### config.mk
export PLATFORM = sky130hd
export DESIGN_NAME = timer_counter_array
export DESIGN_NICKNAME = d
export VERILOG_FILES = /design/src/rtl/timer_pkg.sv /design/src/rtl/timer_channel.sv /design/src/rtl/timer_counter_array.sv
export SDC_FILE = /design/constraint.sdc
export NUM_CORES = 1
export LEC_CHECK = 0
export ABC_AREA = 1
export CORE_MARGIN = 2
export CORE_UTILIZATION = 35
export CTS_CLUSTER_DIAMETER = 50
export DETAILED_ROUTE_END_ITERATION = 8
export HOLD_SLACK_MARGIN = 0.12
export PLACE_DENSITY = 0.71
export SYNTH_ARGS = -nofsm -noshare
export SYNTH_HDL_FRONTEND = slang
export SYNTH_SLANG_ARGS = --single-unit
### constraint.sdc
create_clock -name clk -period 3.35 [get_ports clk]
set_input_delay 0.67 -clock clk [delete_from_list [all_inputs] [get_ports clk]]
set_output_delay 0.67 -clock clk [all_outputs]
set_load 0.01 [all_outputs]
### src/rtl/timer_pkg.sv
// Shared types, limits and helpers for the timer/counter array.
package timer_pkg;

  localparam int TC_MAX_CH = 16;
  localparam int TC_MAX_W  = 32;

  typedef enum logic [1:0] {
    TC_IDLE,
    TC_RUN,
    TC_HALT
  } tc_state_e;

  // Extracts channel idx (each slice `width` bits wide) from a vector padded to the maximum size.
  function automatic logic [TC_MAX_W-1:0] sel_slice(
    input logic [TC_MAX_CH*TC_MAX_W-1:0] vec,
    input int unsigned                   idx,
    input int unsigned                   width
  );
    logic [TC_MAX_W-1:0] mask;
    mask = {TC_MAX_W{1'b1}} >> (TC_MAX_W - width);
    return TC_MAX_W'(vec >> (idx * width)) & mask;
  endfunction

endpackage

### src/rtl/timer_channel.sv
// One timer channel: IDLE/RUN/HALT control FSM, counter and registered done pulse.
module timer_channel
  import timer_pkg::*;
#(
  parameter int CNT_BW_p = 32
) (
  input  logic                clk,
  input  logic                rst_n,
  input  logic                i_en,
  input  logic                i_reload,
  input  logic                i_count_up,
  input  logic                i_step,
  input  logic                i_load_strobe,
  input  logic [CNT_BW_p-1:0] i_load_value,
  input  logic [CNT_BW_p-1:0] i_compare_value,
  output logic [CNT_BW_p-1:0] o_cnt_value,
  output logic                o_running,
  output logic                o_done
);

  tc_state_e           state_q, state_d;
  logic [CNT_BW_p-1:0] cnt_q, cnt_d;
  logic                done_q, done_d;

  // NOTE: sequential state uses non-blocking assignments so every register samples pre-edge values.
  always_ff @(posedge clk) begin
    if (!rst_n) begin
      state_q <= TC_IDLE;
      cnt_q   <= '0;
      done_q  <= 1'b0;
    end else begin
      state_q <= state_d;
      cnt_q   <= cnt_d;
      done_q  <= done_d;
    end
  end

  // NOTE: defaults first so no path through this block leaves a variable unassigned (no latches).
  always_comb begin
    state_d = state_q;
    cnt_d   = cnt_q;
    done_d  = 1'b0;
    if (!i_en) begin
      // Disable wins over everything; the counter value is kept for software to read.
      state_d = TC_IDLE;
    end else if (i_load_strobe) begin
      cnt_d   = i_load_value;
      state_d = TC_RUN;
    end else begin
      unique case (state_q)
        TC_IDLE: begin
          cnt_d   = i_load_value;
          state_d = TC_RUN;
        end
        TC_RUN: begin
          if (i_step) begin
            if (cnt_q == i_compare_value) begin
              done_d = 1'b1;
              if (i_reload) cnt_d = i_load_value;
              else          state_d = TC_HALT;
            end else if (i_count_up) begin
              cnt_d = cnt_q + CNT_BW_p'(1);
            end else begin
              cnt_d = cnt_q - CNT_BW_p'(1);
            end
          end
        end
        TC_HALT: ;
        default: state_d = TC_IDLE;
      endcase
    end
  end

  assign o_cnt_value = cnt_q;
  assign o_running   = (state_q == TC_RUN);
  assign o_done      = done_q;

endmodule

### src/rtl/timer_counter_array.sv
// N-channel timer/counter: shared prescaler, cascade step mux, channel array and sticky IRQ flags.
module timer_counter_array
  import timer_pkg::*;
#(
  parameter int NUM_CH_p   = 4,
  parameter int CNT_BW_p   = 32,
  parameter int PRESC_BW_p = 8
) (
  input  logic                         clk,
  input  logic                         rst_n,
  input  logic [PRESC_BW_p-1:0]        i_presc_div,
  input  logic [NUM_CH_p-1:0]          i_en,
  input  logic [NUM_CH_p-1:0]          i_reload,
  input  logic [NUM_CH_p-1:0]          i_count_up,
  input  logic [NUM_CH_p-1:0]          i_src,
  input  logic [NUM_CH_p-1:0]          i_load_strobe,
  input  logic [NUM_CH_p*CNT_BW_p-1:0] i_load_value,
  input  logic [NUM_CH_p*CNT_BW_p-1:0] i_compare_value,
  input  logic [NUM_CH_p-1:0]          i_irq_en,
  input  logic [NUM_CH_p-1:0]          i_irq_clr,
  output logic [NUM_CH_p*CNT_BW_p-1:0] o_cnt_value,
  output logic [NUM_CH_p-1:0]          o_running,
  output logic [NUM_CH_p-1:0]          o_done,
  output logic [NUM_CH_p-1:0]          o_irq_pending,
  output logic                         o_irq
);

  logic [PRESC_BW_p-1:0]           presc_cnt;
  logic                            tick;
  logic [NUM_CH_p-1:0]             done;
  logic [NUM_CH_p-1:0]             prev_done;
  logic [NUM_CH_p-1:0]             src_eff;
  logic [NUM_CH_p-1:0]             step;
  logic [NUM_CH_p-1:0]             irq_pending;
  logic [TC_MAX_CH*TC_MAX_W-1:0]   load_pad;
  logic [TC_MAX_CH*TC_MAX_W-1:0]   cmp_pad;

  // >= rather than == so lowering the divider mid-count never strands the prescaler above it.
  assign tick = (presc_cnt >= i_presc_div);

  always_ff @(posedge clk) begin
    if (!rst_n)            presc_cnt <= '0;
    else if (!(|i_en))     presc_cnt <= '0;
    else if (tick)         presc_cnt <= '0;
    else                   presc_cnt <= presc_cnt + PRESC_BW_p'(1);
  end

  // Channel 0 has no predecessor, so its source select is forced to the prescaler.
  assign src_eff   = i_src & ~NUM_CH_p'(1);
  assign prev_done = done << 1;
  assign step      = (src_eff & prev_done) | (~src_eff & {NUM_CH_p{tick}});

  assign load_pad = (TC_MAX_CH*TC_MAX_W)'(i_load_value);
  assign cmp_pad  = (TC_MAX_CH*TC_MAX_W)'(i_compare_value);

  for (genvar n = 0; n < NUM_CH_p; n++) begin : g_ch
    logic [CNT_BW_p-1:0] ld_val;
    logic [CNT_BW_p-1:0] cmp_val;

    assign ld_val  = CNT_BW_p'(sel_slice(load_pad, n, CNT_BW_p));
    assign cmp_val = CNT_BW_p'(sel_slice(cmp_pad, n, CNT_BW_p));

    timer_channel #(
      .CNT_BW_p (CNT_BW_p)
    ) u_channel (
      .clk             (clk),
      .rst_n           (rst_n),
      .i_en            (i_en[n]),
      .i_reload        (i_reload[n]),
      .i_count_up      (i_count_up[n]),
      .i_step          (step[n]),
      .i_load_strobe   (i_load_strobe[n]),
      .i_load_value    (ld_val),
      .i_compare_value (cmp_val),
      .o_cnt_value     (o_cnt_value[n*CNT_BW_p +: CNT_BW_p]),
      .o_running       (o_running[n]),
      .o_done          (done[n])
    );
  end

  // A new done event outranks a clear arriving in the same cycle so no event is lost.
  always_ff @(posedge clk) begin
    if (!rst_n) irq_pending <= '0;
    else        irq_pending <= (irq_pending & ~i_irq_clr) | done;
  end

  assign o_done        = done;
  assign o_irq_pending = irq_pending;
  assign o_irq         = |(irq_pending & i_irq_en);

endmodule

==> insert_results.sql <==
INSERT INTO impl_metrics (metric_group, metric, value, unit) VALUES
('power_and_ir_drop', 'powerDensity', '309', 'nW/um2'),
('power_and_ir_drop', 'pwr-share-seq', '0.284', ''),
('clocking', 'clockRootBuffer', 'sky130_fd_sc_hd__clkbuf_16', ''),
('synthesis', 'post_synth_inst_count', '3539', ''),
('routing', 'route.detailed.wl_per_inst', '15.7', 'um'),
('clocking', 'max-clock-path-buffers', '2', ''),
('clocking', 'post_cts.resized_instances', '0', ''),
('cells_and_area', 'fin_nets', '4387', ''),
('timing', 'worst-slew-pin-transition', '783', 'ps'),
('global_routing', 'grt_pass1_wl', '113000', 'um'),
('floorplan', 'fp.dieW', '237', 'um'),
('synthesis', 'synth_top_area_cell', 'sky130_fd_sc_hd__nand2_1', ''),
('timing', 'fmaxAchievable', '359', 'MHz'),
('synthesis', 'mappedNetlistArea', '19000', 'um2'),
('routing', 'dr.pass1.iters', '7', ''),
('cells_and_area', 'final_cell_area', '24900', 'um2'),
('timing', 'hold_viol_final', '0', ''),
('floorplan', 'rows', '85', ''),
('run', 'max_capacitance_violation_count', '0', ''),
('clocking', 'cts_htree_levels', '4', ''),
('cells_and_area', 'layout-drive-gt1-share', '0.0262', ''),
('synthesis', 'synth.net_count', '3966', ''),
('clocking', 'cts_num_sinks', '152', ''),
('setup_path', 'critical_path.endpoint_type', 'flop', ''),
('global_routing', 'vias_in_the_first_global_route', '20600', ''),
('floorplan', 'top_level_ports', '435', ''),
('min_path', 'hold_path.class', 'flop to flop', ''),
('timing', 'setup_viol_count_final', '0', ''),
('power_and_ir_drop', 'power_frac_comb', '0.435', ''),
('timing', 'fin_worst_skew', '13.7', 'ps'),
('synthesis', 'synth.yosys.seq_area_share', '0.160', ''),
('power_and_ir_drop', 'power.leakage', '12.8', 'nW'),
('global_routing', 'gr-usage-all-layers', '0.257', ''),
('setup_path', 'setup.worst_path.start_class', 'primary input', ''),
('routing', 'route.final.wire_length', '73200', 'um'),
('placement', 'routabilityCongestion', '1.02', ''),
('clocking', 'tritoncts', 'done', ''),
('placement', 'hpwl_detailed', '60900', 'um'),
('routing', 'vias', '22600', ''),
('timing', 'rsz_0062_raised_after_global_routing', 'false', ''),
('floorplan', 'die_height', '237', 'um'),
('clocking', 'cts_hold_repair.buffers', '0', ''),
('power_and_ir_drop', 'clock_share_of_power', '0.281', ''),
('outcome', 'status', 'finished clean', ''),
('routing', 'drt-initial-drc-count', '1834', ''),
('timing', 'finalSetupTns', '0', 'ps'),
('placement', 'buffer_ports.inserted', '433', ''),
('floorplan', 'initial_core_util', '0.353', ''),
('power_and_ir_drop', 'power_report.internal_total', '0.00464', 'W'),
('placement', 'post_dp_cell_area', '24200', 'um2'),
('cells_and_area', 'fillers', '5707', ''),
('timing', 'holdWs', '473', 'ps'),
('setup_path', 'worst-endpoint-arrival', '3170', 'ps'),
('global_routing', 'grt_start_max_net_pins', '65', ''),
('timing', 'final_min_period_over_clock_period', '0.833', ''),
('power_and_ir_drop', 'power.net_switching', '0.00304', 'W'),
('floorplan', 'coreArea', '53700', 'um2'),
('cells_and_area', 'area_growth_syn_to_layout', '30.9', '%'),
('setup_path', 'cp.required', '3730', 'ps'),
('global_routing', 'antenna_found_initial', '6', ''),
('synthesis', 'post_synth_main_area_contributors', 'sky130_fd_sc_hd__nand2_1 27%, sky130_fd_sc_hd__dfxtp_1 16%, sky130_fd_sc_hd__inv_1 12%', ''),
('routing', 'ant_nets', '0', ''),
('floorplan', 'dieArea', '56100', 'um2'),
('synthesis', 'yosysWarningCount', '0', ''),
('setup_path', 'worst-setup-path-type', 'primary input to flop', ''),
('global_routing', 'gr-total-overflow', '0', ''),
('synthesis', 'syn_area_per_cell', '5.36', 'um2'),
('setup_path', 'timing.critical_path.cells', 'clkdlybuf4s50_1, inv_1, buf_4, ha_1, a21oi_1, o21ai_0, inv_1, nand2_1, inv_1, nand2_1, nand2_1, nand2_1, nand2_1, nand3_1, nand2_1, a21oi_1', ''),
('clocking', 'clkTransAtPathRegs', '70', 'ps'),
('power_and_ir_drop', 'netSwitchingFraction', '0.396', ''),
('clocking', 'post-cts-setup-buffer-count', '0', '');
sequential cells by signal, indices dropped and copies added (netlist names):
register	cells
g_ch.u_channel.o_cnt_value	128
g_ch.u_channel.o_done	4
g_ch.u_channel.state_q	8
o_irq_pending	4
presc_cnt	8
power by group through the flow:
stage	Clock, W	Combinational, W	Sequential (W)
final	0.00215	0.00334	0.00218
after global routing	0.00227	0.00373	0.00220
after CTS	0.00222	0.00331	0.00218
after detailed placement	0	0.00329	0.00222
after global placement	0	0.00327	0.00222
after floorplan	0	0.00201	0.00219
cells in the final DEF, fill, tap and decap left out, types with 2 or more instances in the layout:
master,netlist,layout
sky130_fd_sc_hd__nand2_1,1344,1344
sky130_fd_sc_hd__inv_1,595,595
sky130_fd_sc_hd__clkdlybuf4s50_1,0,432
sky130_fd_sc_hd__nor2_1,388,388
sky130_fd_sc_hd__a21oi_1,227,227
sky130_fd_sc_hd__nand3_1,191,191
sky130_fd_sc_hd__dfxtp_1,152,152
sky130_fd_sc_hd__ha_1,129,129
sky130_fd_sc_hd__o21ai_0,127,127
sky130_fd_sc_hd__xnor2_1,91,91
sky130_fd_sc_hd__nand4_1,53,53
sky130_fd_sc_hd__xor2_1,43,43
sky130_fd_sc_hd__buf_4,16,25
sky130_fd_sc_hd__nand3b_1,22,22
sky130_fd_sc_hd__nor3_1,18,18
sky130_fd_sc_hd__clkbuf_16,0,17
sky130_fd_sc_hd__o21bai_1,14,14
sky130_fd_sc_hd__buf_12,0,14
sky130_fd_sc_hd__and2_1,13,13
sky130_fd_sc_hd__nor2_2,9,9
sky130_fd_sc_hd__or2_2,7,7
sky130_fd_sc_hd__inv_2,4,5
sky130_fd_sc_hd__o21a_1,5,5
sky130_fd_sc_hd__nand2_2,5,5
sky130_fd_sc_hd__clkinv_4,0,5
sky130_fd_sc_hd__or2_0,4,4
sky130_fd_sc_hd__nor4_1,4,4
sky130_fd_sc_hd__fa_1,4,4
sky130_fd_sc_hd__bufinv_16,0,4
sky130_fd_sc_hd__diode_2,0,3
sky130_fd_sc_hd__nor2_4,3,3
sky130_fd_sc_hd__o211ai_1,3,3
sky130_fd_sc_hd__clkinv_2,0,3
sky130_fd_sc_hd__a21o_1,2,2
sky130_fd_sc_hd__o32ai_1,2,2
sky130_fd_sc_hd__clkinvlp_4,0,2
kinds of logic after synthesis:
logic type | Yosys count | share of synthesized area
xor gates and xnor gates | 134 | 0.0618
AOI/OAI and AO/OA | 383 | 0.105
DFF | 152 | 0.160
and+or+nand+nor | 2067 | 0.443
adders and majority gates | 133 | 0.0892
buffers and inverters | 670 | 0.141
worst register-to-register path, cell delays in order, from the launching register on:
cell and delay, ps:
sky130_fd_sc_hd__dfxtp_1 490, sky130_fd_sc_hd__inv_1 100, sky130_fd_sc_hd__fa_1 440, sky130_fd_sc_hd__inv_1 130, sky130_fd_sc_hd__nand3_1 90, sky130_fd_sc_hd__nand2_1 210, sky130_fd_sc_hd__nand3_1 100, sky130_fd_sc_hd__nand2_1 170
sky130_fd_sc_hd__nand2_1 70, sky130_fd_sc_hd__nand2_1 130, sky130_fd_sc_hd__nand2_1 150, sky130_fd_sc_hd__nand3_1 130, sky130_fd_sc_hd__nand3_1 80, sky130_fd_sc_hd__nand2_1 90, sky130_fd_sc_hd__a21oi_1 60
synthesized netlist by cell type (all sizes together):
library cell,number
nand2,1350
inv,599
nor2,400
a21oi,227
nand3,192
dfxtp,152
ha,129
o21ai,128
xnor2,91
buf,58
nand4,53
xor2,43
nand3b,23
nor3,18
o21bai,14
and2,13
clkbuf,12
or2,12
o21a,5
fa,4
nor4,4
o211ai,3
a21o,2
o32ai,2
a31oi,1
and3,1
clkinv,1
nor3b,1
o2111ai,1
metal layers:
| layer | share of wire | track usage |
|---|---|---|
| met5 | 0.00036 | 0 |
| met4 | 0.022 | 0.0754 |
| met3 | 0.067 | 0.0421 |
| met2 | 0.46 | 0.439 |
| met1 | 0.45 | 0.333 |
area by class of cell:
cell class,count,area [um2],share of cell area
Tap cell,696,871,0.0350
Sequential cell,152,3040,0.122
Antenna cell,3,7.51,0.000302
Clock inverter,15,203,0.00815
Clock buffer,17,425,0.0171
Inverter,600,2250,0.0906
Multi-Input combinational cell,2717,13300,0.533
Timing Repair Buffer,472,4800,0.193
per-stage QoR:
stage                util  instances  power [W]
finish              0.463       4672    0.00767
CTS                 0.463       4669    0.00771
floorplan               -       3539    0.00420
global placement    0.451       4637    0.00549
detailed placement  0.451       4637    0.00551
global route        0.463       4670    0.00820
final timing paths:
kind	startpoint	to	slack, ps	cells after the start
max	i_count_up[0]	g_ch[0].u_channel.o_cnt_value[29]	560	16
max reg2reg	g_ch[0].u_channel.o_cnt_value[0]	g_ch[0].u_channel.o_cnt_value[28]	770	14
min reg2reg	g_ch[1].u_channel.state_q[0]	g_ch[1].u_channel.o_done	470	2
min	g_ch[1].u_channel.state_q[0]	g_ch[1].u_channel.o_done	470	2
Power figures use the tool's default switching activity.
